**src/rtl/button_led_ctrl.sv**
```systemverilog
// Per-button debounced mode stepper (OFF -> ON -> BLINK -> OFF) driving board LEDs.
// Optional feature: define LED_PRESS_COUNT_EN to add the per-button accepted-press counters.
module button_led_ctrl #(
   parameter int BUTTON_COUNT   = 1,
   parameter int LOCKOUT_CYCLES = 5_000_000,
   parameter int BLINK_CYCLES   = 12_500_000
) (
   input  logic                      clock,
   input  logic                      reset,
   input  logic [BUTTON_COUNT-1:0]   button_pressed,
   output logic [BUTTON_COUNT-1:0]   led,
   output logic [2*BUTTON_COUNT-1:0] mode,
`ifdef LED_PRESS_COUNT_EN
   output logic [8*BUTTON_COUNT-1:0] press_count,
`endif
   output logic [BUTTON_COUNT-1:0]   press_ignored
);

   localparam int LW = $clog2(LOCKOUT_CYCLES + 1);
   localparam int BW = (BLINK_CYCLES > 1) ? $clog2(BLINK_CYCLES) : 1;

   typedef enum logic [1:0] {
      MODE_OFF   = 2'b00,
      MODE_ON    = 2'b01,
      MODE_BLINK = 2'b10,
      MODE_ILL   = 2'b11
   } mode_e;

   mode_e                   mode_q [BUTTON_COUNT];
   mode_e                   mode_d [BUTTON_COUNT];
   logic [LW-1:0]           lock_q [BUTTON_COUNT];
   logic [LW-1:0]           lock_d [BUTTON_COUNT];
   logic [BW-1:0]           presc_q, presc_d;
   logic                    phase_q, phase_d;
   logic [BUTTON_COUNT-1:0] led_q, led_d;
   logic [BUTTON_COUNT-1:0] ign_q, ign_d;
   logic [BUTTON_COUNT-1:0] accept_s;
`ifdef LED_PRESS_COUNT_EN
   logic [7:0]              cnt_q [BUTTON_COUNT];
   logic [7:0]              cnt_d [BUTTON_COUNT];
`endif

   // Next-state logic: shared blink prescaler plus per-button lockout, mode and LED.
   always_comb begin
      if (presc_q == BW'(BLINK_CYCLES - 1)) begin
         presc_d = '0;
         phase_d = ~phase_q;
      end else begin
         presc_d = presc_q + BW'(1);
         phase_d = phase_q;
      end

      accept_s = '0;
      ign_d    = '0;
      led_d    = '0;
      for (int i = 0; i < BUTTON_COUNT; i++) begin
         accept_s[i] = button_pressed[i] && (lock_q[i] == LW'(0));
         ign_d[i]    = button_pressed[i] && (lock_q[i] != LW'(0));

         // A rejected press lets the running lockout continue rather than restarting it.
         if (accept_s[i]) begin
            lock_d[i] = LW'(LOCKOUT_CYCLES - 1);
         end else if (lock_q[i] != LW'(0)) begin
            lock_d[i] = lock_q[i] - LW'(1);
         end else begin
            lock_d[i] = lock_q[i];
         end

         case (mode_q[i])
            MODE_OFF:   mode_d[i] = accept_s[i] ? MODE_ON    : MODE_OFF;
            MODE_ON:    mode_d[i] = accept_s[i] ? MODE_BLINK : MODE_ON;
            MODE_BLINK: mode_d[i] = accept_s[i] ? MODE_OFF   : MODE_BLINK;
            default:    mode_d[i] = MODE_OFF;
         endcase

         case (mode_q[i])
            MODE_OFF:   led_d[i] = 1'b0;
            MODE_ON:    led_d[i] = 1'b1;
            MODE_BLINK: led_d[i] = phase_q;
            default:    led_d[i] = 1'b0;
         endcase

`ifdef LED_PRESS_COUNT_EN
         if (accept_s[i]) begin
            cnt_d[i] = cnt_q[i] + 8'd1;
         end else begin
            cnt_d[i] = cnt_q[i];
         end
`endif
      end
   end

   // State registers; synchronous reset wins over any coincident press.
   always_ff @(posedge clock) begin
      if (reset) begin
         presc_q <= '0;
         phase_q <= 1'b0;
         led_q   <= '0;
         ign_q   <= '0;
         for (int i = 0; i < BUTTON_COUNT; i++) begin
            mode_q[i] <= MODE_OFF;
            lock_q[i] <= '0;
`ifdef LED_PRESS_COUNT_EN
            cnt_q[i]  <= 8'd0;
`endif
         end
      end else begin
         presc_q <= presc_d;
         phase_q <= phase_d;
         led_q   <= led_d;
         ign_q   <= ign_d;
         for (int i = 0; i < BUTTON_COUNT; i++) begin
            mode_q[i] <= mode_d[i];
            lock_q[i] <= lock_d[i];
`ifdef LED_PRESS_COUNT_EN
            cnt_q[i]  <= cnt_d[i];
`endif
         end
      end
   end

   assign led           = led_q;
   assign press_ignored = ign_q;

   for (genvar g = 0; g < BUTTON_COUNT; g++) begin : g_out
      assign mode[2*g +: 2] = mode_q[g];
`ifdef LED_PRESS_COUNT_EN
      assign press_count[8*g +: 8] = cnt_q[g];
`endif
   end

endmodule

```
**config.mk**
```make
export PLATFORM = sky130hd
export DESIGN_NAME = button_led_ctrl
export DESIGN_NICKNAME = d
export VERILOG_FILES = /design/src/rtl/button_led_ctrl.sv
export SDC_FILE = /design/constraint.sdc
export NUM_CORES = 1
export LEC_CHECK = 0
export CAP_MARGIN = 20
export CORE_ASPECT_RATIO = 0.75
export CORE_UTILIZATION = 60
export CTS_BUF_LIST = sky130_fd_sc_hd__clkbuf_16
export DETAILED_ROUTE_END_ITERATION = 10
export MAX_ROUTING_LAYER = met4
export PLACE_DENSITY = 0.78
export SLEW_MARGIN = 10
export SYNTH_ARGS = -nofsm -noshare
export SYNTH_HDL_FRONTEND = slang
export SYNTH_SLANG_ARGS = --single-unit
export TNS_END_PERCENT = 1
```
**constraint.sdc**
```tcl
create_clock -name clock -period 2.84 [get_ports clock]
set_clock_uncertainty 0.15 [all_clocks]
set_input_delay 0.284 -clock clock [delete_from_list [all_inputs] [get_ports clock]]
set_output_delay 0.284 -clock clock [all_outputs]
set_load 0.05 [all_outputs]
```
# Word level (Yosys, flattened, before mapping)
# Memory sizes are Yosys's and may differ from the RTL's.
# Cells that the tools add are included.
# word_totals
ff_bits,27
out_inout_bits,4
elab_cells,34
ram_bits,25
input_bits,3
mem_count,2
# memory_table
name,depth,word_bits,rd,rd_ports_with_merged_regs,wr,line_no,rtl
lock_q,1,23,1,0,1,31,logic [LW-1:0] lock_q [BUTTON_COUNT];
mode_q,1,2,1,0,1,29,mode_e mode_q [BUTTON_COUNT];
# op_classes
addsub,2
n_reduce_logical,8
mux,14
bitwise_logic,1
eq_ne,3
# op_table
op,n
two-way mux 23 bit,3
adder 24 x 1 -> 24 bit (second input constant),1
== test 24 bit (second input constant),1
logical NOT 23 bit,1
nonzero test 23 bit,1
OR reduction 23 bit,1
subtractor 23 x 1 -> 23 bit (second input constant),1
two-way mux 1 bit,6
two-way mux 2 bit,3
one-hot mux 2 bit (3 select lines),1
OR reduction 2 bit,2
== test 2 x 1 -> 1 bit (second input constant),1
== test 2 bit (second input constant),1
logical AND 1 bit,2
logical NOT 2 bit,1
one-hot mux 1 bit (2 select lines),1
NOT 1 bit,1

# Logic depth before layout (Yosys ltp)
# Gate-level depths: netlist of the first run.
# depth
depth_word,5
depth_mapped,8
depth_no_buf,6

# Worst setup path before layout of the first run
# OpenSTA, ideal clock, no wires.
# synth_path
path_kind,reg2reg
startpoint,mem lock_q[0][0] (netlist bit)
endpoint,mem lock_q[0][20] (netlist bit)
synth_period_minus_slack_ns,2.010
n_path_buf,0
path_stages_with_launch,7
setup_time_ns,0.073
setup_slack_ns,0.830
t_required_ns,2.617
t_arrival_ns,1.786
path_cell_list,dfxtp_1 > inv_1 > ha_1 > nor3b_1 > nand4_1 > or4b_1 > a21oi_1
# synth_via
elab_chain_cells,5
elab_cells_between_ends,8
cone_classes,add/sub (1); mux (3); reduce/logical (3); memory (1)
# synth_rtl
item,line_no,rtl
"start, declared",31,
memory read (1 x 23 bit) (*),n/a,
subtractor 23 x 1 -> 23 bit (tied with other cells),64,lock_d[i] = lock_q[i] - LW'(1);
two-way mux 23 bit or logical AND 1 bit (tied branches),"63, 57",
two-way mux 23 bit (*),61,if (accept_s[i]) begin
two-way mux 23 bit (no line) (*),n/a,
# Mark *: on every way between the ends. The rest lies on a longest branch, timed or not.

# Final worst setup path of the first run
# layout_path
startpoint,mem lock_q[0][0] (netlist bit)
endpoint,mem lock_q[0][5] (netlist bit)
# Same word-level chain as after synthesis.

==> flow_summary.json, run 1 <==
{
  "holdPathEnd": "presc_q[0]",
  "via_count": 2410,
  "rsz0062_at_grt": "no",
  "start_kind": "flop",
  "cts-resized-gates": 0,
  "ios": 7,
  "numCtsBuffers": 5,
  "hold_buffers": 0,
  "power_frac_comb": 0.464,
  "dpl.hpwl_um": 4100,
  "path_max_fanout": 16,
  "hp-class": "reg -> reg",
  "antenna_found_initial": 0,
  "p_int_uw": 1910,
  "syn-instance-count": 306,
  "tightest_slew_ns": 0.763,
  "netlist_area_um2": 2690,
  "ir_worst_vdd_mv": 0.808,
  "final_cells": 366,
  "start_util": 0.645,
  "place_congestion": 0.867,
  "outcome": "finished, final reports clean",
  "cts.sinks": 52,
  "seq_power_share": 0.330,
  "postCtsSetupBuffers": 0,
  "finalMaxSlewViolations": 0,
  "avgSynthCellArea_um2": 8.80,
  "power_uw": 3410,
  "drt_iter0_markers": 162,
  "clockRootBuffer": "clkbuf_16",
  "final_cell_mix": "dfxtp_1, a21oi_1, nor2_1, nand2_1, o21ai_0",
  "cp.required_ns": 2.86,
  "grtUsageTotal": 0.288,
  "max-slew-margin-rel": 0.489,
  "area_delta_synth_final_pct": 10.2,
  "ant_nets": 0,
  "final_common_cell": "dfxtp_1",
  "async_flop_share": 0,
  "diodes": 0,
  "firstDrtPassIters": 5,
  "crit_arrival_ns": 2.52,
  "wl_per_cell_um": 16.5,
  "swShare": 0.439,
  "reg2reg_to": "lock_q[0][5]",
  "ys_ff_latch": 52,
  "final_net_count": 320,
  "synth-main-ff-cell": "dfxtp_1",
  "setup_viol": 0,
  "place_inst": 358,
  "grt_pass1_vias": 2052,
  "io_buffer_count": 6,
  "cts_tree": "yes",
  "timing.final.crit_share": 0.882,
  "drive_gt1_frac": 0.0997,
  "core-area_um2": 4180,
  "fp.dieArea_um2": 4760,
  "synth-edff-count": 0,
  "yosys.cell_types.count": 51,
  "p_switching_uw": 1500,
  "clockBufferDepth": 2,
  "grt_max_degree": 19,
  "reg2regPathDepth": 6,
  "period_minus_slack_ns": 2.50,
  "crit_path_end_kind": "flop",
  "clockPowerShare": 0.206,
  "grt_first_pass_wirelength_um": 10100,
  "clock_latency_ns": 0.29,
  "p_per_area_nw_per_um2": 1150,
  "crit_type": "reg -> reg",
  "worstHoldStart": "presc_q[0]",
  "r2r_slack_ns": 0.34,
  "cts.clk_slew.worst_paths_ns": 0.07,
  "synth_seq_area_share": 0.386,
  "cap_violations": 0,
  "hold_depth": 1,
  "drc": 0,
  "die_h_um": 60.0,
  "row_count": 20,
  "die_w_um": 79.4,
  "vias_per_cell": 6.58,
  "max_freq_ghz": 0.399,
  "r2r-start": "lock_q[0][0]",
  "h-tree-depth": 2,
  "fin_tns_setup_ns": 0,
  "power_leakage_uw": 0.00102,
  "wl_um": 6040,
  "hold_violations": 0,
  "syn-num-nets": 316,
  "grt.overflow.total": 0,
  "yosysWarnings": 0
}
==> through the flow <==
step                utilization  cell area (um^2)  worst slack [ns]  hold slack, ns
finish                    0.710              2970             0.336           0.307
global route              0.710              2970             0.181           0.336
CTS                       0.710              2970             0.406           0.314
detailed placement        0.669              2800             0.408           0.298
global placement          0.669              2800             0.561           0.290
floorplan                     -              2690             0.830           0.276
==> cell type report <==
type	instances	area [um^2]
Tap cell	55	68.8
Clock buffer	5	125
Timing Repair Buffer	13	113
Multi-Input combinational cell	229	1540
Sequential cell	52	1040
Fill cell	314	1210
Inverter	9	33.8
Clock inverter	3	46.3
==> sequential cells by signal, indices dropped and copies added, names as in the netlist <==
name / count
lock_q: 23
led: 1
press_ignored: 1
mode_q: 2
phase_q: 1
presc_q: 24
==> cells in the mapped netlist, drive strengths merged, types with 4 or more instances <==
cell | number | area [um^2]
dfxtp | 52 | 1040
a21oi | 27 | 135
nor2 | 25 | 93.8
nand2 | 18 | 67.6
o21ai | 15 | 75.1
o31ai | 13 | 103
nand3 | 12 | 60.1
or4 | 12 | 97.6
xor2 | 11 | 96.3
buf | 9 | 52.6
inv | 9 | 33.8
nand4 | 9 | 56.3
nor3 | 9 | 50.1
or3 | 9 | 66.3
nor4 | 8 | 92.6
clkbuf | 7 | 26.3
ha | 7 | 87.6
a211oi | 6 | 45.0
and3 | 6 | 37.5
and4 | 5 | 43.8
mux2i | 4 | 40.0
==> metal layers <==
layer | GRT usage | wire, um
met1 | 0.425 | 3090
met2 | 0.388 | 2420
met3 | 0.0611 | 469
met4 | 0.0831 | 63
met5 | - | 0
==> how the worst max path moves through the flow <==
stage	start	to	slack [ns]	cells past startpoint
floorplan	lock_q[0][0]	lock_q[0][20]	0.83	6
CTS	lock_q[0][0]	lock_q[0][5]	0.41	6
detailed placement	lock_q[0][0]	lock_q[0][5]	0.41	6
finish	lock_q[0][0]	lock_q[0][5]	0.34	6
global placement	lock_q[0][0]	lock_q[0][9]	0.56	6
global route	lock_q[0][0]	lock_q[0][5]	0.18	6
==> cells by family after synthesis <==
group,Yosys count,share of synthesized area
AND/OR/NAND/NOR,127,0.288
multiplexers,4,0.0149
XOR/XNOR,12,0.0390
AO/OA/AOI/OAI,79,0.197
flip-flops,52,0.386
buffers and inverters,25,0.0418
adder cells (fa/ha/maj),7,0.0325
==> power groups by stage <==
stage               logic [uW]  clock network (uW)  registers, uW
floorplan                 1250                   0           1080
global placement          1510                   0           1120
detailed placement        1530                   0           1130
CTS                       1550                 705           1120
global route              1720                 743           1150
finish                    1580                 701           1130
==> critical path: stages (launching register included) <==
cell and delay, ns:
dfxtp_1 0.32, inv_1 0.11, ha_1 0.16, nor4b_1 0.44, and4_1 0.65, a211oi_1 0.14, a2111oi_0 0.40
Note: power is estimated with default switching activity, not from simulation.
==> run 2, diff against run 1 <==
--- a/config.mk
+++ b/config.mk
@@ -12,6 +12,7 @@
 export DETAILED_ROUTE_END_ITERATION = 10
 export MAX_ROUTING_LAYER = met4
 export PLACE_DENSITY = 0.78
+export SETUP_SLACK_MARGIN = 0.05
 export SLEW_MARGIN = 10
 export SYNTH_ARGS = -nofsm -noshare
 export SYNTH_HDL_FRONTEND = slang
==> results of run 2 <==
The final DEF is identical to that of run 1; final timing and power are the same.
==> run 3, diff against run 2 <==
--- a/config.mk
+++ b/config.mk
@@ -7,11 +7,13 @@
 export LEC_CHECK = 0
 export CAP_MARGIN = 20
 export CORE_ASPECT_RATIO = 0.75
+export CORE_MARGIN = 4
 export CORE_UTILIZATION = 60
 export CTS_BUF_LIST = sky130_fd_sc_hd__clkbuf_16
 export DETAILED_ROUTE_END_ITERATION = 10
+export DONT_BUFFER_PORTS = 1
 export MAX_ROUTING_LAYER = met4
-export PLACE_DENSITY = 0.78
+export PLACE_DENSITY = 0.76
 export SETUP_SLACK_MARGIN = 0.05
 export SLEW_MARGIN = 10
 export SYNTH_ARGS = -nofsm -noshare
==> flow_summary.json, run 3 (synthesis results as in run 1) <==
{
  "cp_top_family": "simple AND/OR/NAND/NOR gates",
  "crit_buf_inv": 2,
  "crit_arrival_ns": 2.52,
  "diodes": 0,
  "max_stage_delay_ns": 0.44,
  "clock_latency_ns": 0.29,
  "row_count": 20,
  "cts.clk_slew.worst_paths_ns": 0.07,
  "period_minus_slack_ns": 2.51,
  "setup_slack_ns": 0.329,
  "grt_pass1_vias": 2020,
  "area_delta_synth_final_pct": 8.22,
  "wl_per_cell_um": 16.1,
  "regMostFlops": "presc_q",
  "crit_path_end_kind": "flop",
  "wl_um": 5820,
  "dpl.hpwl_um": 3890,
  "outcome": "finished, final reports clean",
  "largest_reg_flops": 24,
  "fin_tns_setup_ns": 0,
  "clockRootBuffer": "clkbuf_16",
  "start_kind": "flop",
  "vias_per_cell": 6.38,
  "firstDrtPassIters": 6,
  "tightest_slew_ns": 0.630,
  "p_per_area_nw_per_um2": 1140,
  "core-area_um2": 4180,
  "grt.overflow.total": 0,
  "grt_first_pass_wirelength_um": 9780,
  "ant_nets": 0,
  "crit_type": "reg -> reg",
  "io_buffer_count": 0,
  "drt_iter0_markers": 221,
  "ios": 7,
  "multi_input_area_um2": 1540,
  "clockBufferDepth": 2,
  "regArea_um2": 1040,
  "fill_cells": 332,
  "cp.required_ns": 2.85,
  "antenna_found_initial": 0,
  "die_h_um": 66.0,
  "top_regs": "presc_q x24, lock_q x23, mode_q x2",
  "final_net_count": 315,
  "die_w_um": 85.4,
  "drive_gt1_frac": 0.0915,
  "ir_worst_vdd_mv": 0.891,
  "max-slew-margin-rel": 0.578,
  "crit_chain": "inv_1 > ha_1 > nor4b_1 > and4_1 > buf_4 > a211oi_1 > a2111oi_0",
  "dpl_worst_slack_ns": 0.415,
  "path_max_fanout": 22,
  "place_congestion": 0.812,
  "cts.sinks": 52,
  "rsz0062_at_grt": "no",
  "finalMaxSlewViolations": 0,
  "cts-resized-gates": 0,
  "hold_violations": 0,
  "grt_max_degree": 24,
  "cap_violations": 0,
  "fp.dieArea_um2": 5640,
  "hp-class": "in -> reg",
  "via_count": 2303,
  "final_cell_mix": "dfxtp_1, a21oi_1, nor2_1, nand2_1, o21ai_0",
  "power_leakage_uw": 0.00101,
  "crit_slowest_cell": "nor4b_1",
  "timing.final.crit_share": 0.884,
  "final_common_cell": "dfxtp_1",
  "grtUsageTotal": 0.223,
  "cts_tree": "yes",
  "setup_viol": 0,
  "max_freq_ghz": 0.398,
  "numCtsBuffers": 5,
  "start_util": 0.645,
  "drc": 0,
  "h-tree-depth": 2
}
-- run 3: final timing paths --
path	from	to	slack, ns	cells past startpoint
min	reset	lock_q[0][19]	0.005	2
max reg2reg	lock_q[0][0]	lock_q[0][5]	0.33	7
max	lock_q[0][0]	lock_q[0][5]	0.33	7
min reg2reg	presc_q[0]	presc_q[0]	0.31	1
-- run 3: repair_timing --
action | 4_1_cts | 5_1_grt
hold endpoints to repair | 12 | 0
hold buffers | 3 | 0
setup buffers | 0 | 0
-- run 3: where the power goes --
part / internal, uW / switching (uW) / leakage [uW]
Clock: 411 / 260 / 0.0000850
Combinational: 589 / 918 / 0.000497
Sequential: 891 / 254 / 0.000423
-- run 3: area by class of cell --
cell class,count,area share
inverters,9,0.0116
well taps,55,0.0236
clock inverters,3,0.0133
clock buffers,5,0.0429
flip-flops and latches,52,0.357
multi-input cells,229,0.528
repair buffers,8,0.0232
-- run 3: layer usage --
layer | vias to the layer above | part of all wire | track usage
met4 | 0 | 0.017 | 0.0731
met3 | 11 | 0.058 | 0.0386
li1 | 1157 | - | -
met5 | - | 0 | -
met2 | 71 | 0.40 | 0.289
met1 | 1064 | 0.53 | 0.341
-- run 3: stage by stage --
stage	hold slack [ns]	cells	power (uW)	util	area, um^2
final	0.00532	361	3320	0.698	2920
after global routing	0.00670	361	3540	0.698	2920
after CTS	0.00110	361	3290	0.698	2920
after detailed placement	0.209	350	2600	0.651	2720
after global placement	0.210	350	2580	0.651	2720
after floorplan	0.276	306	2330	-	2690
-- run 3: worst register-to-register path: stages, from the launching register on --
cell and delay [ns]:
dfxtp_1 0.32, inv_1 0.12, ha_1 0.16, nor4b_1 0.44, and4_1 0.38, buf_4 0.29, a211oi_1 0.12, a2111oi_0 0.41
